File: config.mk
export PLATFORM = sky130hd
export DESIGN_NAME = jtag_master
export DESIGN_NICKNAME = d
export VERILOG_FILES = /design/src/rtl/jtag_master.sv
export SDC_FILE = /design/constraint.sdc
export NUM_CORES = 1
export LEC_CHECK = 0
export CORE_MARGIN = 5
export CORE_UTILIZATION = 45
export CTS_CLUSTER_DIAMETER = 120
export DETAILED_ROUTE_END_ITERATION = 8
export PLACE_DENSITY = 0.68
export SLEW_MARGIN = 10
export SYNTH_ARGS = -nofsm -noshare
export SYNTH_HDL_FRONTEND = slang
export SYNTH_SLANG_ARGS = --single-unit
File: constraint.sdc
create_clock -name CLK -period 2.55 [get_ports CLK]
set_input_delay 0.3825 -clock CLK [delete_from_list [all_inputs] [get_ports CLK]]
set_output_delay 0.3825 -clock CLK [all_outputs]
set_load 0.03 [all_outputs]
File: src/rtl/jtag_master.sv
// jtag_master: command/response JTAG TAP driver.
// One command at a time: TAP reset, IR scan, DR scan (1..16 bits) or idle clocks.
// TCK is divided down from CLK by CLK_DIV per half-period; all outputs are registered.
// Compile option JTAG_MASTER_IDLE_EN: when defined, the idle command emits TCK
// periods with TMS=0; when undefined it completes without any TCK activity.
module jtag_master #(
    parameter int unsigned CLK_DIV = 2
) (
    input  logic        CLK,
    input  logic        RST,
    input  logic        cmd_valid,
    output logic        cmd_ready,
    input  logic [1:0]  cmd_type,
    input  logic [3:0]  cmd_len,
    input  logic [15:0] cmd_data,
    output logic        rsp_valid,
    input  logic        rsp_ready,
    output logic [15:0] rsp_data,
    output logic        TCK,
    output logic        TMS,
    output logic        TDI,
    input  logic        TDO
);

    localparam int unsigned DIV_W    = 8;
    localparam int unsigned CNT_W    = 4;
    localparam int unsigned DATA_W   = 16;
    localparam logic [DIV_W-1:0] DIV_LAST = DIV_W'(CLK_DIV - 1);
    localparam logic [CNT_W-1:0] RESET_LAST = CNT_W'(5);

    localparam logic [1:0] CMD_RESET = 2'b00;
    localparam logic [1:0] CMD_IR    = 2'b01;
    localparam logic [1:0] CMD_DR    = 2'b10;
    localparam logic [1:0] CMD_IDLE  = 2'b11;

    // Each active state names the TAP state the target occupies during that TCK period.
    typedef enum logic [3:0] {
        IDLE,
        RESET,
        SEL_DR,
        SEL_IR,
        CAPTURE,
        SHIFT,
        EXIT,
        UPDATE,
        RTI,
        DONE
    } state_e;

    state_e              state_q, state_d;
    logic [DIV_W-1:0]    div_q, div_d;
    logic                high_q, high_d;
    logic [CNT_W-1:0]    cnt_q, cnt_d;
    logic [1:0]          type_q, type_d;
    logic [CNT_W-1:0]    len_q, len_d;
    logic [DATA_W-1:0]   data_q, data_d;
    logic [DATA_W-1:0]   rsp_q, rsp_d;
    logic                rsp_valid_q, rsp_valid_d;
    logic                cmd_ready_q, cmd_ready_d;
    logic                tck_q, tck_d;
    logic                tms_q, tms_d;
    logic                tdi_q, tdi_d;
    logic                load;

    // TMS value driven for the whole period spent in a given state.
    function automatic logic tms_of(input state_e s, input logic [CNT_W-1:0] cnt,
                                    input logic [1:0] typ, input logic [CNT_W-1:0] len);
        logic v;
        v = 1'b0;
        case (s)
            RESET:   v = (cnt != RESET_LAST);
            RTI:     v = (typ != CMD_IDLE);
            SEL_DR:  v = (typ == CMD_IR);
            SHIFT:   v = (cnt == len);
            EXIT:    v = 1'b1;
            default: v = 1'b0;
        endcase
        return v;
    endfunction

    // State register and datapath flops.
    always_ff @(posedge CLK or posedge RST) begin
        if (RST) begin
            state_q     <= IDLE;
            div_q       <= '0;
            high_q      <= 1'b0;
            cnt_q       <= '0;
            type_q      <= CMD_RESET;
            len_q       <= '0;
            data_q      <= '0;
            rsp_q       <= '0;
            rsp_valid_q <= 1'b0;
            cmd_ready_q <= 1'b1;
            tck_q       <= 1'b0;
            tms_q       <= 1'b1;
            tdi_q       <= 1'b0;
        end else begin
            state_q     <= state_d;
            div_q       <= div_d;
            high_q      <= high_d;
            cnt_q       <= cnt_d;
            type_q      <= type_d;
            len_q       <= len_d;
            data_q      <= data_d;
            rsp_q       <= rsp_d;
            rsp_valid_q <= rsp_valid_d;
            cmd_ready_q <= cmd_ready_d;
            tck_q       <= tck_d;
            tms_q       <= tms_d;
            tdi_q       <= tdi_d;
        end
    end

    // Next-state: command accept, TCK phase timing, per-period state stepping.
    always_comb begin
        state_d     = state_q;
        div_d       = div_q;
        high_d      = high_q;
        cnt_d       = cnt_q;
        type_d      = type_q;
        len_d       = len_q;
        data_d      = data_q;
        rsp_d       = rsp_q;
        rsp_valid_d = rsp_valid_q;
        tck_d       = tck_q;
        tms_d       = tms_q;
        tdi_d       = tdi_q;
        load        = 1'b0;

        case (state_q)
            IDLE: begin
                if (cmd_valid && cmd_ready_q) begin
                    type_d = cmd_type;
                    len_d  = cmd_len;
                    data_d = cmd_data;
                    rsp_d  = '0;
                    cnt_d  = '0;
                    div_d  = '0;
                    high_d = 1'b0;
                    case (cmd_type)
                        CMD_RESET: state_d = RESET;
                        CMD_IR:    state_d = RTI;
                        CMD_DR:    state_d = RTI;
                        default: begin
`ifdef JTAG_MASTER_IDLE_EN
                            state_d = RTI;
`else
                            state_d = DONE;
`endif
                        end
                    endcase
                    load = (state_d != DONE);
                end
            end
            DONE: begin
                if (rsp_valid_q && rsp_ready) begin
                    rsp_valid_d = 1'b0;
                    state_d     = IDLE;
                end else begin
                    rsp_valid_d = 1'b1;
                end
            end
            default: begin
                if (div_q != DIV_LAST) begin
                    div_d = div_q + DIV_W'(1);
                end else if (!high_q) begin
                    // Low phase over: raise TCK and capture TDO on shift periods.
                    div_d  = '0;
                    high_d = 1'b1;
                    tck_d  = 1'b1;
                    if (state_q == SHIFT) begin
                        rsp_d[cnt_q] = TDO;
                    end
                end else begin
                    // High phase over: drop TCK and step to the next period.
                    div_d  = '0;
                    high_d = 1'b0;
                    tck_d  = 1'b0;
                    case (state_q)
                        RESET: begin
                            if (cnt_q == RESET_LAST) state_d = DONE;
                            else cnt_d = cnt_q + CNT_W'(1);
                        end
                        RTI: begin
`ifdef JTAG_MASTER_IDLE_EN
                            if (type_q == CMD_IDLE) begin
                                if (cnt_q == len_q) state_d = DONE;
                                else cnt_d = cnt_q + CNT_W'(1);
                            end else begin
                                state_d = SEL_DR;
                            end
`else
                            state_d = SEL_DR;
`endif
                        end
                        SEL_DR:  state_d = (type_q == CMD_IR) ? SEL_IR : CAPTURE;
                        SEL_IR:  state_d = CAPTURE;
                        CAPTURE: begin
                            state_d = SHIFT;
                            cnt_d   = '0;
                        end
                        SHIFT: begin
                            if (cnt_q == len_q) state_d = EXIT;
                            else cnt_d = cnt_q + CNT_W'(1);
                        end
                        EXIT:    state_d = UPDATE;
                        default: state_d = DONE;
                    endcase
                    if (state_d == DONE) begin
                        rsp_valid_d = 1'b1;
                        tdi_d       = 1'b0;
                    end else begin
                        load = 1'b1;
                    end
                end
            end
        endcase

        if (load) begin
            tms_d = tms_of(state_d, cnt_d, type_d, len_d);
            tdi_d = (state_d == SHIFT) ? data_d[cnt_d] : 1'b0;
        end

        cmd_ready_d = (state_d == IDLE) && !rsp_valid_d;
    end

    assign cmd_ready = cmd_ready_q;
    assign rsp_valid = rsp_valid_q;
    assign rsp_data  = rsp_q;
    assign TCK       = tck_q;
    assign TMS       = tms_q;
    assign TDI       = tdi_q;

endmodule

* Word level (Yosys, flattened, before mapping)
Index checks and enable logic that the tools add are counted.
** Word-level totals
- Register bits after elaboration :: 60
- Input port bits :: 27
- Output and inout port bits :: 21
- Logic and storage cells :: 131
** Cells by class
- Add/sub/neg operators :: 2
- Magnitude comparators :: 3
- Eq/ne operators :: 30
- Mux-type cells :: 62
- Bitwise gates (word level) :: 3
- Reduce and logical (&&, ||, !) cells :: 18
** Operator list (count)
- two-way mux 16 bit :: 6
- two-way mux 4 bit :: 18
- one-hot mux 16 bit (2 select lines) :: 1
- one-hot mux 4 bit (7 select lines) :: 1
- equality test 4 x 3 -> 1 bit (second input constant) :: 6
- one-hot mux 4 bit (2 select lines) :: 3
- two-way mux 1 bit :: 19
- bitwise mux 16 bit :: 1
- equality test 4 bit (second input constant) :: 4
- two-way mux 8 bit :: 2
- one-hot mux 8 bit (2 select lines) :: 1
- equality test 4 x 2 -> 1 bit (second input constant) :: 3
- one-hot mux 4 bit (3 select lines) :: 1
- less-than comparator 4 x 5 -> 1 bit (second input constant) :: 2
- adder 8 x 1 -> 8 bit (second input constant) :: 1
- equality test 4 x 1 -> 1 bit (second input constant) :: 2
- equality test 4 bit :: 2
- logical NOT 4 bit :: 2
- != test 8 x 1 -> 1 bit (second input constant) :: 1
- equality test 2 x 1 -> 1 bit (second input constant) :: 3
- != test 2 x 1 -> 1 bit (second input constant) :: 3
- != test 2 bit (second input constant) :: 3
- one-hot mux 1 bit (2 select lines) :: 3
- nonzero test 2 bit :: 3
- other kinds (19) :: 27

* Logic depth before layout (Yosys ltp)
- Depth in word-level cells :: 13
- Mapped depth :: 13
- Gate-level depth less buffers :: 11

* Least setup slack after synthesis
Ideal clock, no wire load.
- Path type :: register to register
- Start :: reg cnt_q[1]
- End :: reg tms_q, in the netlist TMS
- Setup time :: 0.077 ns
- Arrival time :: 2.268 ns
- Data required time :: 2.473 ns
- Slack :: 0.204 ns
- Stages on the path, launching flop included :: 13
- Path buffers :: 1
- Clock period less this slack :: 2.346 ns
- Cells stage by stage :: dfrtp_1 > inv_1 > ha_1 > clkbuf_1 > nand3b_1 > nand2_2 > a32oi_1 > o211ai_2 > o41ai_4 > xor2_1 > nor4b_1 > o211ai_1 > a31oi_1
** Between the ends
- Elaborated cells on any way between the ends :: 32
- Classes of those cells :: 1 x add/sub; 10 x eq/ne; 21 x mux
** RTL lines
- from (decl) :: line 53 : logic [CNT_W-1:0] cnt_q, cnt_d;
- from (signal assigned) :: line 101 : cnt_q <= cnt_d;
- adder 4 x 1 -> 4 bit (tied with other cells) :: line 182, 204
- two-way mux 4 bit, on equally long branches :: line 203, 181
- one-hot mux 4 bit (3 select lines) (*) :: line 179 : case (state_q)
- two-way mux 4 bit (*) :: line 166 : end else if (!high_q) begin
- two-way mux 4 bit (*) :: line 164 : if (div_q != DIV_LAST) begin
- one-hot mux 4 bit (2 select lines) (*) :: line 130 : case (state_q)
- named net cnt_d[3] :: line 53
- equality test 4 bit / != test 4 x 3 -> 1 bit (equally long branches) :: line 74, 71
- one-hot mux 1 bit (5 select lines) (*) :: line 70 : case (s)
- to (signal assigned) :: line 109 : tms_q <= tms_d;
- to (decl) :: line 61 : logic tms_q, tms_d;
Mark *: on every way through the listed nets, which the timed path passes. The rest lies on a longest branch. The select of a mux whose other input is x is not followed.
A chain may end at the register's enable or synchronous reset.

* Worst setup path in the final report
- Start :: reg div_q[1]
- End :: reg tdi_q, in the netlist TDI
** Between the ends
- Word-level cells in the longest chain between the ends :: 7
- Elaborated cells on any way between the ends :: 17
- Classes of those cells :: 4 x eq/ne; 10 x mux; 3 x reduce/logical
** RTL lines
- from (decl) :: line 51 : logic [DIV_W-1:0] div_q, div_d;
- from (signal assigned) :: line 99 : div_q <= div_d;
- != test 8 x 1 -> 1 bit (*) :: line 164
- two-way mux 4 bit :: line 164
- one-hot mux 4 bit (2 select lines) :: line 130
- binary-select mux 1 bit (select 4 bit) :: line 221 : tdi_d = (state_d == SHIFT) ? data_d[cnt_d] : 1'b0;
- two-way mux 1 bit (not written as such) :: line 221
- two-way mux 1 bit :: line 221
- two-way mux 1 bit :: line 219 : if (load) begin
- to (signal assigned) :: line 110 : tdi_q <= tdi_d;
- to (decl) :: line 62 : logic tdi_q, tdi_d;
Every way passes the cells marked *; elsewhere a longest branch is shown, timed or not. The select of a mux whose other input is x is not followed.

==> out/metrics.cfg <==
[outcome]
outcome=finished, final reports clean

[synth]
ys_ff_latch=60
ys_seq_area_share_pct=43.4
yosys.area.top_type_share_pct=41.9
synth.area.top_cells=dfrtp_1 42%, nand2_1 9.4%, o21ai_0 6.5%
synth-edff-count=0
netlist_area_um2=3460
syn_area_per_cell_um2=9.04
yosysUniqueCellTypes=66
async_reset_ff_share_pct=100
synth_area_leader_cell=dfrtp_1
synthFlopType=dfrtp_1
syn-num-nets=418
yosysMostFrequentCell=nand2_1
ys_warn_count=0
synthCells=383
synth_common_cells=87 x nand2_1, 58 x dfrtp_1, 45 x o21ai_0, 18 x a21oi_1, 18 x nor2_1

[clocking]
clock_path_buffers=2
numCtsBuffers=9
cts_tree=yes
cts_root_buf=clkbuf_8
holdBufCountCts=0
clk_pin_slew_ns=0.07
clk-insertion-delay-late_ns=0.34
cts_num_sinks=60
htree_levels=3

[global_routing]
antenna_found_initial=0
track_usage_pct=17.2
globalRouteOverflowTotal=0
grt_max_degree=35
grt_pass1_wl_um=13500
grt_pass1_vias=2968

[sta]
fin_skew_ns=0.00837
slew_viol_final=0
final.min_clock_period_ns=2.42
setup_viol=0
tightest_slew_ns=0.580
min_period_over_period_pct=95.0
max_freq_mhz=413
hold_viol_final=0
setup_tns_ns=0
max_slew_margin_pct=61.3
whs_ns=0.418
rsz0062_at_grt=true

[route]
wl_met3_um=317
met2WireLength_um=3870
vias=2959
routedWlPerCell_um=14.1
top_layer_used=met4
ant_nets=0
wl_um=7940
dr.pass1.iters=4
wl_met1_um=3580
dr.first_iter.drc_count=102
vias_per_cell=5.27
route.detailed.drc=0

[floorplan]
die_h_um=97.7
core_area_um2=7610
start_util_pct=45.5
rows=32
die-area_um2=9550
io-pin-count=48
die_w_um=97.7

[flow_run]
cap_violations=0

[final_layout]
finalNetCount=490
stdcell_count=562
syn_to_final_growth_pct=28.6
antenna_cells=0
layout-drive-gt1-share_pct=17.8
stdcell_area_um2=4450

[critical_path]
worst-path-max-fanout=8
cp-end-kind=flop
start_kind=flop
arrival_ns=2.65
crit_type=flop to flop
cp.required_ns=2.78

[placed_design]
port-buffer-count=47
gp_congestion=0.850
placed_area_um2=4210
dp_cells=544
hpwl_um=6050

[pwr]
cellPowerDensity_nw_per_um2=962
ir_worst_vdd_mv=0.550
power.leakage_nw=2.06

[worst_hold_path]
hold_path_class=input pin to asynchronous set/reset pin

[flip-flops by register name, summed over array words and instances, names as in the netlist]
register   cells
TDI            1
TCK            1
cnt_q          4
data_q        16
len_q          4
high_q         1
rsp_data      16
cmd_ready      1
div_q          8
type_q         2
state_q        4
TMS            1
rsp_valid      1
[metrics by stage]
| stage | power, mW | worst slack (ns) | util [%] |
|---|---|---|---|
| after floorplan | 2.72 | 0.204 | - |
| after global placement | 3.33 | 0.124 | 55.3 |
| after detailed placement | 3.39 | 0.00736 | 55.3 |
| after CTS | 4.26 | 0.0519 | 58.0 |
| after global routing | 4.59 | -0.00832 | 58.5 |
| final | 4.28 | 0.128 | 58.5 |
[cell type report]
| cell class | instances | area (um2) |
|---|---|---|
| well taps | 102 | 128 |
| fillers | 680 | 3160 |
| clock buffers | 10 | 138 |
| repair buffers | 80 | 743 |
| flip-flops and latches | 60 | 1500 |
| multi-input cells | 289 | 1820 |
| clock inverters | 6 | 63.8 |
| inverters | 15 | 56.3 |
[critical path: stages, from the launching register on]
cell       delay, ns
dfrtp_1         0.40
inv_2           0.08
ha_4            0.12
nor4b_4         0.23
and4_1          0.27
o211ai_1        0.14
a21oi_2         0.22
buf_12          0.15
mux2i_2         0.20
mux2_4          0.16
mux2i_1         0.08
o2111ai_1       0.20
nand2_1         0.07
[report_power, final]
part           switching, mW  internal (mW)
Clock                  0.389          0.475
Sequential             0.189           1.17
Combinational           1.14          0.922
Total                   1.71           2.57
[routing by layer]
metal,track usage [%],vias up
met5,0,-
met4,7.24,0
met3,4.24,14
met2,28.6,65
met1,21.2,1400
li1,-,1480
[path summary, 6_finish.rpt]
kind	from	to	slack [ns]	cells after the start
max in group asynchronous	RST	TMS$_DFFE_PP1P_	1.48	3
worst max register to register	div_q[1]$_DFFE_PP0P_	TDI$_DFFE_PP0P_	0.13	12
worst min-delay path	RST	rsp_data[5]$_DFFE_PP0P_	0.42	2
worst min register to register	data_q[15]$_DFF_PP0_	data_q[15]$_DFF_PP0_	0.47	2
min in group CLK	data_q[15]$_DFF_PP0_	data_q[15]$_DFF_PP0_	0.47	2
worst max-delay path	div_q[1]$_DFFE_PP0P_	TDI$_DFFE_PP0P_	0.13	12
[cells by family after synthesis]
logic type	share of synthesized area, %
AO/OA/AOI/OAI	18.8
XOR/XNOR	3.54
adder cells (fa/ha/maj)	2.89
buffers and inverters	4.81
AND/OR/NAND/NOR	22.9
multiplexers	3.54
flip-flops	43.4
[cell usage in the layout (no fill, tap or decap), types with 9 or more instances in the layout]
cell / n
clkdlybuf4s50_1: 47
dfrtp_1: 58
nand2_1: 87
mux2i_1: 9
a21oi_1: 18
buf_4: 31
clkbuf_8: 10
o21ai_0: 45
inv_1: 12
nor2_1: 18
[timing repair]
action / CTS / global route
hold endpoints to repair: 0 / 0
endpoints found under the setup margin: 0 / 2
gates resized for setup: 0 / 6
setup buffers: 0 / 2
No activity file was read; power rests on OpenSTA's default activity.
